[src/rtl/data_req_ctrl.sv]
// data_req_ctrl: MEM-stage controller for an SRAM-like data bus.
// It issues one load/store request at a time, holds the pipeline while a
// request is outstanding, buffers load data when WB cannot take it yet, and
// drops the response of an instruction that was flushed mid-transaction.
// Optional feature: define UNALIGNED_EXC_EN to raise adel/ades on misaligned
// half/word accesses instead of silently aligning the bus address.

// Opcodes normally come from the shared OP_* defines; these are fallbacks used
// only when that header has not been included ahead of this file.
`ifndef OP_LB
`define OP_LB  6'b100000
`endif
`ifndef OP_LH
`define OP_LH  6'b100001
`endif
`ifndef OP_LW
`define OP_LW  6'b100011
`endif
`ifndef OP_LBU
`define OP_LBU 6'b100100
`endif
`ifndef OP_LHU
`define OP_LHU 6'b100101
`endif
`ifndef OP_SB
`define OP_SB  6'b101000
`endif
`ifndef OP_SH
`define OP_SH  6'b101001
`endif
`ifndef OP_SW
`define OP_SW  6'b101011
`endif

module data_req_ctrl (
  input  logic        clk,
  input  logic        resetn,
  input  logic        mem_valid,
  input  logic [31:0] instr_M,
  input  logic [31:0] alu_out_M,
  input  logic [31:0] write_data_M,
  input  logic        allowin_W,
  input  logic        flush,
  output logic        data_req,
  output logic        data_wr,
  output logic [1:0]  data_size,
  output logic [31:0] data_addr,
  output logic [31:0] data_wdata,
  output logic [3:0]  data_wstrb,
  input  logic        data_addr_ok,
  input  logic        data_data_ok,
  input  logic [31:0] data_rdata,
  output logic [31:0] word_data,
  output logic        stall_M,
  output logic        adel,
  output logic        ades,
  output logic [31:0] bad_addr
);

  typedef enum logic [1:0] {IDLE, REQ, WAIT, HOLD} state_t;

  state_t      state_q, state_d;
  logic        cancel_q, cancel_d;
  logic [31:0] word_q;

  // Request fields captured at issue so they stay stable while in REQ.
  logic        req_wr_q;
  logic [1:0]  req_size_q;
  logic [31:0] req_addr_q, req_wdata_q;
  logic [3:0]  req_wstrb_q;

  logic [5:0]  opcode;
  logic        is_load, is_store, memop, misaligned;
  logic        start, kill, complete, issue, accept;
  logic [1:0]  size_c;
  logic [31:0] addr_c, wdata_c;
  logic [3:0]  wstrb_c;
  logic        unused_instr;

  assign opcode       = instr_M[31:26];
  assign unused_instr = ^instr_M[25:0];

  // Opcode decode into load/store class and access size.
  always_comb begin
    // NOTE: every output of a combinational block gets a default first so no path leaves it unassigned (which would infer a latch).
    is_load  = 1'b0;
    is_store = 1'b0;
    size_c   = 2'd0;
    case (opcode)
      `OP_LB, `OP_LBU: begin is_load  = 1'b1; size_c = 2'd0; end
      `OP_LH, `OP_LHU: begin is_load  = 1'b1; size_c = 2'd1; end
      `OP_LW:          begin is_load  = 1'b1; size_c = 2'd2; end
      `OP_SB:          begin is_store = 1'b1; size_c = 2'd0; end
      `OP_SH:          begin is_store = 1'b1; size_c = 2'd1; end
      `OP_SW:          begin is_store = 1'b1; size_c = 2'd2; end
      default: ;
    endcase
  end

  assign memop = is_load | is_store;

`ifdef UNALIGNED_EXC_EN
  assign misaligned = memop && ((size_c == 2'd1 && alu_out_M[0]) ||
                                (size_c == 2'd2 && alu_out_M[1:0] != 2'b00));
  assign addr_c     = alu_out_M;
  assign adel       = resetn && state_q == IDLE && mem_valid && !flush && is_load  && misaligned;
  assign ades       = resetn && state_q == IDLE && mem_valid && !flush && is_store && misaligned;
  assign bad_addr   = alu_out_M;
`else
  assign misaligned = 1'b0;
  assign adel       = 1'b0;
  assign ades       = 1'b0;
  assign bad_addr   = 32'h0;

  // Without the exception path, force half/word accesses onto their natural boundary.
  always_comb begin
    addr_c = alu_out_M;
    case (size_c)
      2'd1:    addr_c[0]   = 1'b0;
      2'd2:    addr_c[1:0] = 2'b00;
      default: ;
    endcase
  end
`endif

  // Store lane replication and byte enables; loads drive no strobes.
  always_comb begin
    wdata_c = write_data_M;
    wstrb_c = 4'b1111;
    case (size_c)
      2'd0: begin
        wdata_c = {4{write_data_M[7:0]}};
        wstrb_c = 4'b0001 << addr_c[1:0];
      end
      2'd1: begin
        wdata_c = {2{write_data_M[15:0]}};
        wstrb_c = 4'b0011 << addr_c[1:0];
      end
      default: ;
    endcase
    if (!is_store) wstrb_c = 4'b0000;
  end

  assign start = resetn && state_q == IDLE && mem_valid && memop && !flush && !misaligned;
  assign kill  = cancel_q | flush;

  // Next-state, handshake and stall decisions for the single outstanding request.
  always_comb begin
    state_d  = state_q;
    cancel_d = cancel_q;
    issue    = 1'b0;
    complete = 1'b0;
    stall_M  = 1'b0;
    case (state_q)
      IDLE: begin
        if (start) begin
          issue = 1'b1;
          if (data_addr_ok && data_data_ok) complete = 1'b1;
          else if (data_addr_ok)            state_d  = WAIT;
          else                              state_d  = REQ;
          stall_M = !complete;
        end
      end
      REQ: begin
        issue = 1'b1;
        if (data_addr_ok && data_data_ok) complete = 1'b1;
        else if (data_addr_ok)            state_d  = WAIT;
        stall_M = !complete && !kill;
        if (flush) cancel_d = 1'b1;
      end
      WAIT: begin
        complete = data_data_ok;
        stall_M  = !complete && !kill;
        if (flush) cancel_d = 1'b1;
      end
      HOLD: begin
        if (flush || allowin_W) state_d = IDLE;
      end
      default: state_d = IDLE;
    endcase
    // A killed response is dropped and the controller simply returns to IDLE.
    if (complete) begin
      state_d  = (kill || allowin_W) ? IDLE : HOLD;
      cancel_d = 1'b0;
    end
  end

  assign accept    = complete && !kill;
  assign word_data = accept ? data_rdata : word_q;

  // State, cancel flag and buffered load word.
  always_ff @(posedge clk or negedge resetn) begin
    if (!resetn) begin
      state_q  <= IDLE;
      cancel_q <= 1'b0;
      word_q   <= 32'h0;
    end else begin
      // NOTE: sequential state uses non-blocking assignments so every register samples pre-edge values.
      state_q  <= state_d;
      cancel_q <= cancel_d;
      if (accept) word_q <= data_rdata;
    end
  end

  // Capture the request fields on the cycle the request first issues.
  always_ff @(posedge clk or negedge resetn) begin
    if (!resetn) begin
      req_wr_q    <= 1'b0;
      req_size_q  <= 2'd0;
      req_addr_q  <= 32'h0;
      req_wdata_q <= 32'h0;
      req_wstrb_q <= 4'b0000;
    end else if (start) begin
      req_wr_q    <= is_store;
      req_size_q  <= size_c;
      req_addr_q  <= addr_c;
      req_wdata_q <= wdata_c;
      req_wstrb_q <= wstrb_c;
    end
  end

  assign data_req   = issue;
  assign data_wr    = (state_q == IDLE) ? is_store : req_wr_q;
  assign data_size  = (state_q == IDLE) ? size_c   : req_size_q;
  assign data_addr  = (state_q == IDLE) ? addr_c   : req_addr_q;
  assign data_wdata = (state_q == IDLE) ? wdata_c  : req_wdata_q;
  assign data_wstrb = (state_q == IDLE) ? wstrb_c  : req_wstrb_q;

endmodule
[config.mk]
export PLATFORM = sky130hd
export DESIGN_NAME = data_req_ctrl
export DESIGN_NICKNAME = d
export VERILOG_FILES = /design/src/rtl/data_req_ctrl.sv
export SDC_FILE = /design/constraint.sdc
export NUM_CORES = 1
export LEC_CHECK = 0
export ABC_AREA = 1
export CORE_MARGIN = 3
export CORE_UTILIZATION = 38
export CTS_CLUSTER_SIZE = 12
export DETAILED_ROUTE_END_ITERATION = 10
export PLACE_DENSITY_LB_ADDON = 0.12
export SYNTH_ARGS = -nofsm -noshare
export SYNTH_HDL_FRONTEND = slang
export SYNTH_SLANG_ARGS = --single-unit
[constraint.sdc]
create_clock -name clk -period 2.8 [get_ports clk]
set_input_delay 0.56 -clock clk [delete_from_list [all_inputs] [get_ports clk]]
set_output_delay 0.56 -clock clk [all_outputs]
set_load 0.01 [all_outputs]
==> flow_summary.ini, run 1 <==
[run_status]
outcome = completed

[timing]
fin_crit_ns = 2.71
fin_crit_sh_pct = 96.9
setup_viol = 0
rsz0062_at_grt = yes
fmax_mhz = 369
hold_viol = 0
report.final.slew_viol_count = 0
maxSlewHeadroom_pct = 50.3
holdWs_ns = 0.377
fin_setup_tns_ns = 0
tightest_slew_ns = 0.745
skew_ns = 0.00585

[placement]
gp_congestion = 0.831
port_buffers = 213
dp_hpwl_mm = 11.7
numPlacedInstances = 1187

[detailed_routing]
drc = 0
dr.first_iter.drc_count = 271
ant_nets = 0
detail_route.vias_per_cell = 4.63
wl_per_cell_um = 13.8
drt-met1-wl_mm = 7.49
drtPass1Iterations = 4
drt-total-wl_mm = 17.1
routed.top_layer = met4
wl_met2_mm = 8.10
vias = 5723
met3_wirelength_mm = 1.33

[finish]
areaGrowthSynthToFinish_pct = 52.7
diodes = 0
fillers = 1348
final_nets = 1190
drive_above_1_share_pct = 21.1
stdcell_count = 1236
mostFrequentLayoutCells = 234 x nand2_1, 163 x o21ai_0, 138 x clkdlybuf4s50_1
layout_commonest_cell = nand2_1
fin_util_pct = 60.1

[pwr]
powerDensity_nw_per_um2 = 940
power_mw = 8.30
worst_ir_drop_vdd_v = 0.000541
leakagePower_nw = 4.34

[synth]
avgSynthCellArea_um2 = 7.36
synthFlopType = dfrtp_1
yosysSeqAreaShare_pct = 45.8
synth_cells = 786
synth_edf_count = 0
syn_area_um2 = 5790
ys_warn_count = 0
synth.distinct_cells = 26
ys_async_sr_fraction_pct = 100
synth-seq-cells = 106

[floorplanning]
die_area_um2 = 16700
initial_core_util_pct = 39.4
core_area_um2 = 14700
die_w_um = 129
pin_count = 274
die_h_um = 129
num_rows = 44

[setup_path]
cp_common_cell = buf_4
slowest_stage = o21ai_4
crit_fanout = 6
crit_type = in -> reg
end_kind = register
slowest_delay_ns = 0.18
path_cells = buf_4 -> inv_2 -> nor2_2 -> nand2_1 -> inv_2 -> o21ai_4 -> inv_2 -> ha_4 -> inv_4 -> buf_6 -> o22ai_2 -> inv_2 -> o21ai_2 -> buf_4 -> buf_4 -> buf_4 -> buf_4 -> buf_4 -> buf_4 -> buf_4 -> buf_4 -> buf_4 -> nand2_1 -> o21ai_1
crit_required_ns = 3.02
worst_setup_path_start_kind = input pin
crit_arrival_ns = 2.94

[clocking]
cts_made_buffers = 9
path_clk_slew_ns = 0.07
clock_latency_ns = 0.34
htreeDepth = 3
cts_tree = done
clock-sinks = 106
cts_buffer_depth = 2
cts-root-buf = clkbuf_16

[run]
max-cap-violations = 0

[global_routing]
grt_pass1_vias = 5387
grt_overflow = 0
grt_util_all_layers_pct = 20.1
grt_pass1_wl_mm = 26.8
grt_max_degree = 118
antenna_found_initial = 0

[min_path]
min-delay-path-class = in -> async
## layer usage
| metal | vias to the layer above | track usage [%] |
|---|---|---|
| met1 | 2589 | 25.7 |
| met3 | 15 | 6.18 |
| met2 | 182 | 33.2 |
| met4 | 0 | 5.44 |
| li1 | 2937 | - |
| met5 | - | 0 |
## flip-flops by register name, indices dropped and copies added (netlist names)
name and flops:
word_q 32, cancel_q 1, req_addr_q 32, state_q 2, req_wr_q 1, req_wstrb_q 4, req_size_q 2, req_wdata_q 32
## final cells by class
class	instances	area (µm²)	share of cell area [%]
Clock buffer	12	236	2.68
Clock inverter	4	51.3	0.581
Inverter	108	410	4.65
Multi-Input combinational cell	529	2610	29.5
Sequential cell	106	2650	30.0
Tap cell	184	230	2.61
Timing Repair Buffer	293	2650	29.9
## Yosys cell counts, types with 2 or more instances
library cell  instances  share of area, %
nor3_1                2              0.17
buf_2                 2              0.17
ha_1                  8               1.7
dfrtp_1             106                46
a21oi_1               7              0.61
nand2_2               2              0.22
nand3_1               8              0.69
nand2_1             249                16
buf_4                40               5.2
o22ai_1              16               1.7
nor2_1               11              0.71
o21ai_1               4              0.35
inv_2                 3              0.19
o21ai_0             182                16
inv_1               104               6.7
clkbuf_1             30               1.9
buf_6                 3              0.58
## through the flow
| step | area [µm²] | worst slack [ns] |
|---|---|---|
| 2_1_floorplan | 5910 | 0.0795 |
| 3_3_place_gp | 8240 | -0.820 |
| 3_5_place_dp | 8240 | -0.885 |
| 4_1_cts | 8760 | 0.000231 |
| 5_1_grt | 8830 | -0.0279 |
| 6_report | 8830 | 0.0871 |
## critical path, delay by kind of cell
| kind | cells | cell delay [ns] |
|---|---|---|
| buffers and inverters | 16 | 1.66 |
| AOI/OAI and AO/OA | 4 | 0.39 |
| and+or+nand+nor | 3 | 0.15 |
| adders and majority gates | 1 | 0.18 |
## final timing paths
check                            start               to  slack [ns]  cells past startpoint
setup / recovery           instr_M[29]  req_wdata_q[11]        0.09                     24
hold / removal                  resetn  req_wdata_q[21]        0.38                      2
setup reg to reg            state_q[0]       state_q[0]        0.12                     21
hold reg to reg             word_q[23]       word_q[23]        0.48                      2
max in group asynchronous       resetn       word_q[15]        1.23                      3
min in group clk            word_q[23]       word_q[23]        0.48                      2
## cells by family after synthesis
| family | synth area share [%] |
|---|---|
| DFF | 45.8 |
| buffers and inverters | 15.0 |
| other | 0.0648 |
| adders and majority gates | 1.73 |
| and+or+nand+nor | 19.0 |
| AOI/OAI and AO/OA | 18.4 |
## power by group
group | switching [mW] | internal [mW] | total [mW] | leakage, nW
registers | 0.194 | 2.26 | 2.45 | 1.21
clock network | 0.557 | 0.697 | 1.25 | 0.137
logic | 2.46 | 2.14 | 4.60 | 2.99
total | 3.21 | 5.10 | 8.30 | 4.34
## repair_timing
| item | in CTS | in global routing |
|---|---|---|
| endpoints found under the setup margin | 67 | 83 |
| gates resized for setup | 312 | 64 |
| hold buffers | 0 | 0 |
| buffers inserted | 26 | 3 |
| gates cloned | 4 | 1 |
| pin swaps | 16 | 10 |
Note: power is estimated with default switching activity, not from simulation.
==> run 2, diff against run 1 <==
- PLACE_DENSITY: not set -> 0.79
- PLACE_DENSITY_LB_ADDON: 0.12 -> not set
==> run 2 against run 1 <==
Effect of this change:
- the flow now finishes with violations (negative setup slack)
- sequential share of layout area is 2.0 points lower
- worst hold slack got worse by 0.041 ns
- routed wire length grew 9.3%
- fmax shrank 5.7%
- first-iteration DRC count rose by 32%
- register-to-register slack got worse by 0.18 ns
- critical path depth decreased by 3
- critical endpoint is now word_q[14]
- utilization is 4.3 points higher
- sequential power is essentially flat
- cell count increased by 1.3%
- cell area rose by 7.1%
- die area stayed put
==> flow_summary.ini, run 2 (synthesized netlist as in run 1, its figures left out) <==
[run_status]
outcome = finished, violations left
violations = negative setup slack

[timing]
fin_crit_ns = 2.88
rsz0062_at_grt = yes
skew_ns = 0.00842
setup_viol = 8
report.final.slew_viol_count = 0
tightest_slew_ns = 0.811
fin_setup_tns_ns = -0.262
maxSlewHeadroom_pct = 46.0
finalWorstSetupSlack_ns = -0.0771
fmax_mhz = 348
fin_crit_sh_pct = 103
hold_viol = 0

[detailed_routing]
vias = 6077
drc = 0
ant_nets = 0
detail_route.vias_per_cell = 4.85
met3_wirelength_mm = 1.51
wl_met2_mm = 9.41
drt-total-wl_mm = 18.7
drtPass1Iterations = 5
wl_per_cell_um = 14.9
drt-met1-wl_mm = 7.24
dr.first_iter.drc_count = 358
routed.top_layer = met4

[finish]
seq_area_um2 = 2650
final_nets = 1206
top_regs = req_addr_q: 32 flops, req_wdata_q: 32 flops, word_q: 32 flops
layout_commonest_cell = nand2_1
diodes = 0
drive_above_1_share_pct = 28.7
fillers = 1209
multiInputGateArea_um2 = 2890
areaGrowthSynthToFinish_pct = 63.6
mostFrequentLayoutCells = 178 x nand2_1, 149 x o21ai_0, 114 x clkdlybuf4s50_1
stdcell_count = 1252

[pwr]
worst_ir_drop_vdd_v = 0.000651
powerDensity_nw_per_um2 = 953
leakagePower_nw = 4.77

[placement]
port_buffers = 213
gp_congestion = 0.855
dp_hpwl_mm = 12.1
numPlacedInstances = 1187

[floorplanning]
die_area_um2 = 16700
core_area_um2 = 14700
initial_core_util_pct = 39.4
pin_count = 274
die_w_um = 129
die_h_um = 129
num_rows = 44

[clocking]
clock_latency_ns = 0.35
cts_tree = done
cts-root-buf = clkbuf_16
path_clk_slew_ns = 0.07
htreeDepth = 3
cts_buffer_depth = 2
cts_made_buffers = 9
ctsHoldBuffers = 0
clock-sinks = 106

[global_routing]
grt_overflow = 0
grt_util_all_layers_pct = 20.8
antenna_found_initial = 0
grt_max_degree = 118
grt_pass1_wl_mm = 27.7
grt_pass1_vias = 5755

[setup_path]
crit_type = in -> reg
worst_setup_path_start_kind = input pin
rr_worst_depth = 20
crit_required_ns = 3.05
crit_fanout = 6
end_kind = register
crit_arrival_ns = 3.12

[min_path]
min-delay-path-class = in -> async

[run]
max-cap-violations = 0
[run 2: changes by cell type in the layout (fill, tap and decap cells not counted), moves of 13 or more]
cell             change
o21ai_0             -14
dlymetal6s2s_1      +24
nand2_2             +43
buf_6               +22
nand2_1             -56
nand2_4             +13
clkdlybuf4s50_1     -24
[run 2: final timing paths]
check	from	to	slack, ns
worst max-delay path	data_data_ok	word_q[14]	-0.08
worst min-delay path	resetn	word_q[18]	0.34
worst max register to register	state_q[0]	word_q[14]	-0.06
worst min register to register	word_q[13]	word_q[13]	0.49
max in group asynchronous	resetn	req_addr_q[16]	1.22
min in group clk	word_q[13]	word_q[13]	0.49
[run 2: metrics by stage]
stage                     utilization (%)  worst slack, ns  hold WS, ns  power (mW)  area (µm²)
final                                64.4          -0.0771        0.336        9.02        9460
after global routing                 64.4           -0.166        0.372        9.67        9460
after CTS                            60.9          -0.0262        0.347        8.59        8950
after detailed placement             56.0           -0.965        0.476        7.20        8240
after global placement               56.0           -0.835        0.468        7.10        8240
after floorplan                         -           0.0795        0.264        4.73        5910
[run 2: layout make-up]
class | instances | area share, %
Clock buffer | 10 | 2.53
Clock inverter | 6 | 1.44
Sequential cell | 106 | 28.0
Multi-Input combinational cell | 529 | 30.5
Inverter | 108 | 4.39
Timing Repair Buffer | 309 | 30.7
Tap cell | 184 | 2.43
[run 2: worst max-delay path, stage by stage]
cell and delay [ns]:
clkdlybuf4s50_1 0.45, nand2_1 0.12, o21ai_1 0.07, inv_1 0.11, nand2_4 0.07, nand2_4 0.08
nor2_4 0.07, buf_12 0.13, buf_8 0.12, nand2_4 0.06, nand2_2 0.06, buf_4 0.13
buf_4 0.12, buf_4 0.12, buf_4 0.12, buf_4 0.13, buf_4 0.12, buf_4 0.12
buf_4 0.12, buf_4 0.12, buf_4 0.12
[run 2: power breakdown]
part           switching [mW]  total [mW]  internal, mW
Combinational            2.65        4.95          2.30
Clock                   0.589        1.58         0.993
Sequential              0.222        2.48          2.26
[run 2: repair_timing]
action                     4_1_cts  5_1_grt
setup endpoints to repair       67       95
buffers inserted                30       16
hold endpoints to repair         0        0
resized for setup              373      156
pin swaps                       18       19
gates cloned                     5        0
[run 2: metal layers]
metal	up-vias	GRT usage, %
met5	-	0
met4	0	9.14
met2	242	34.8
met3	37	5.56
li1	2969	-
met1	2829	25.2
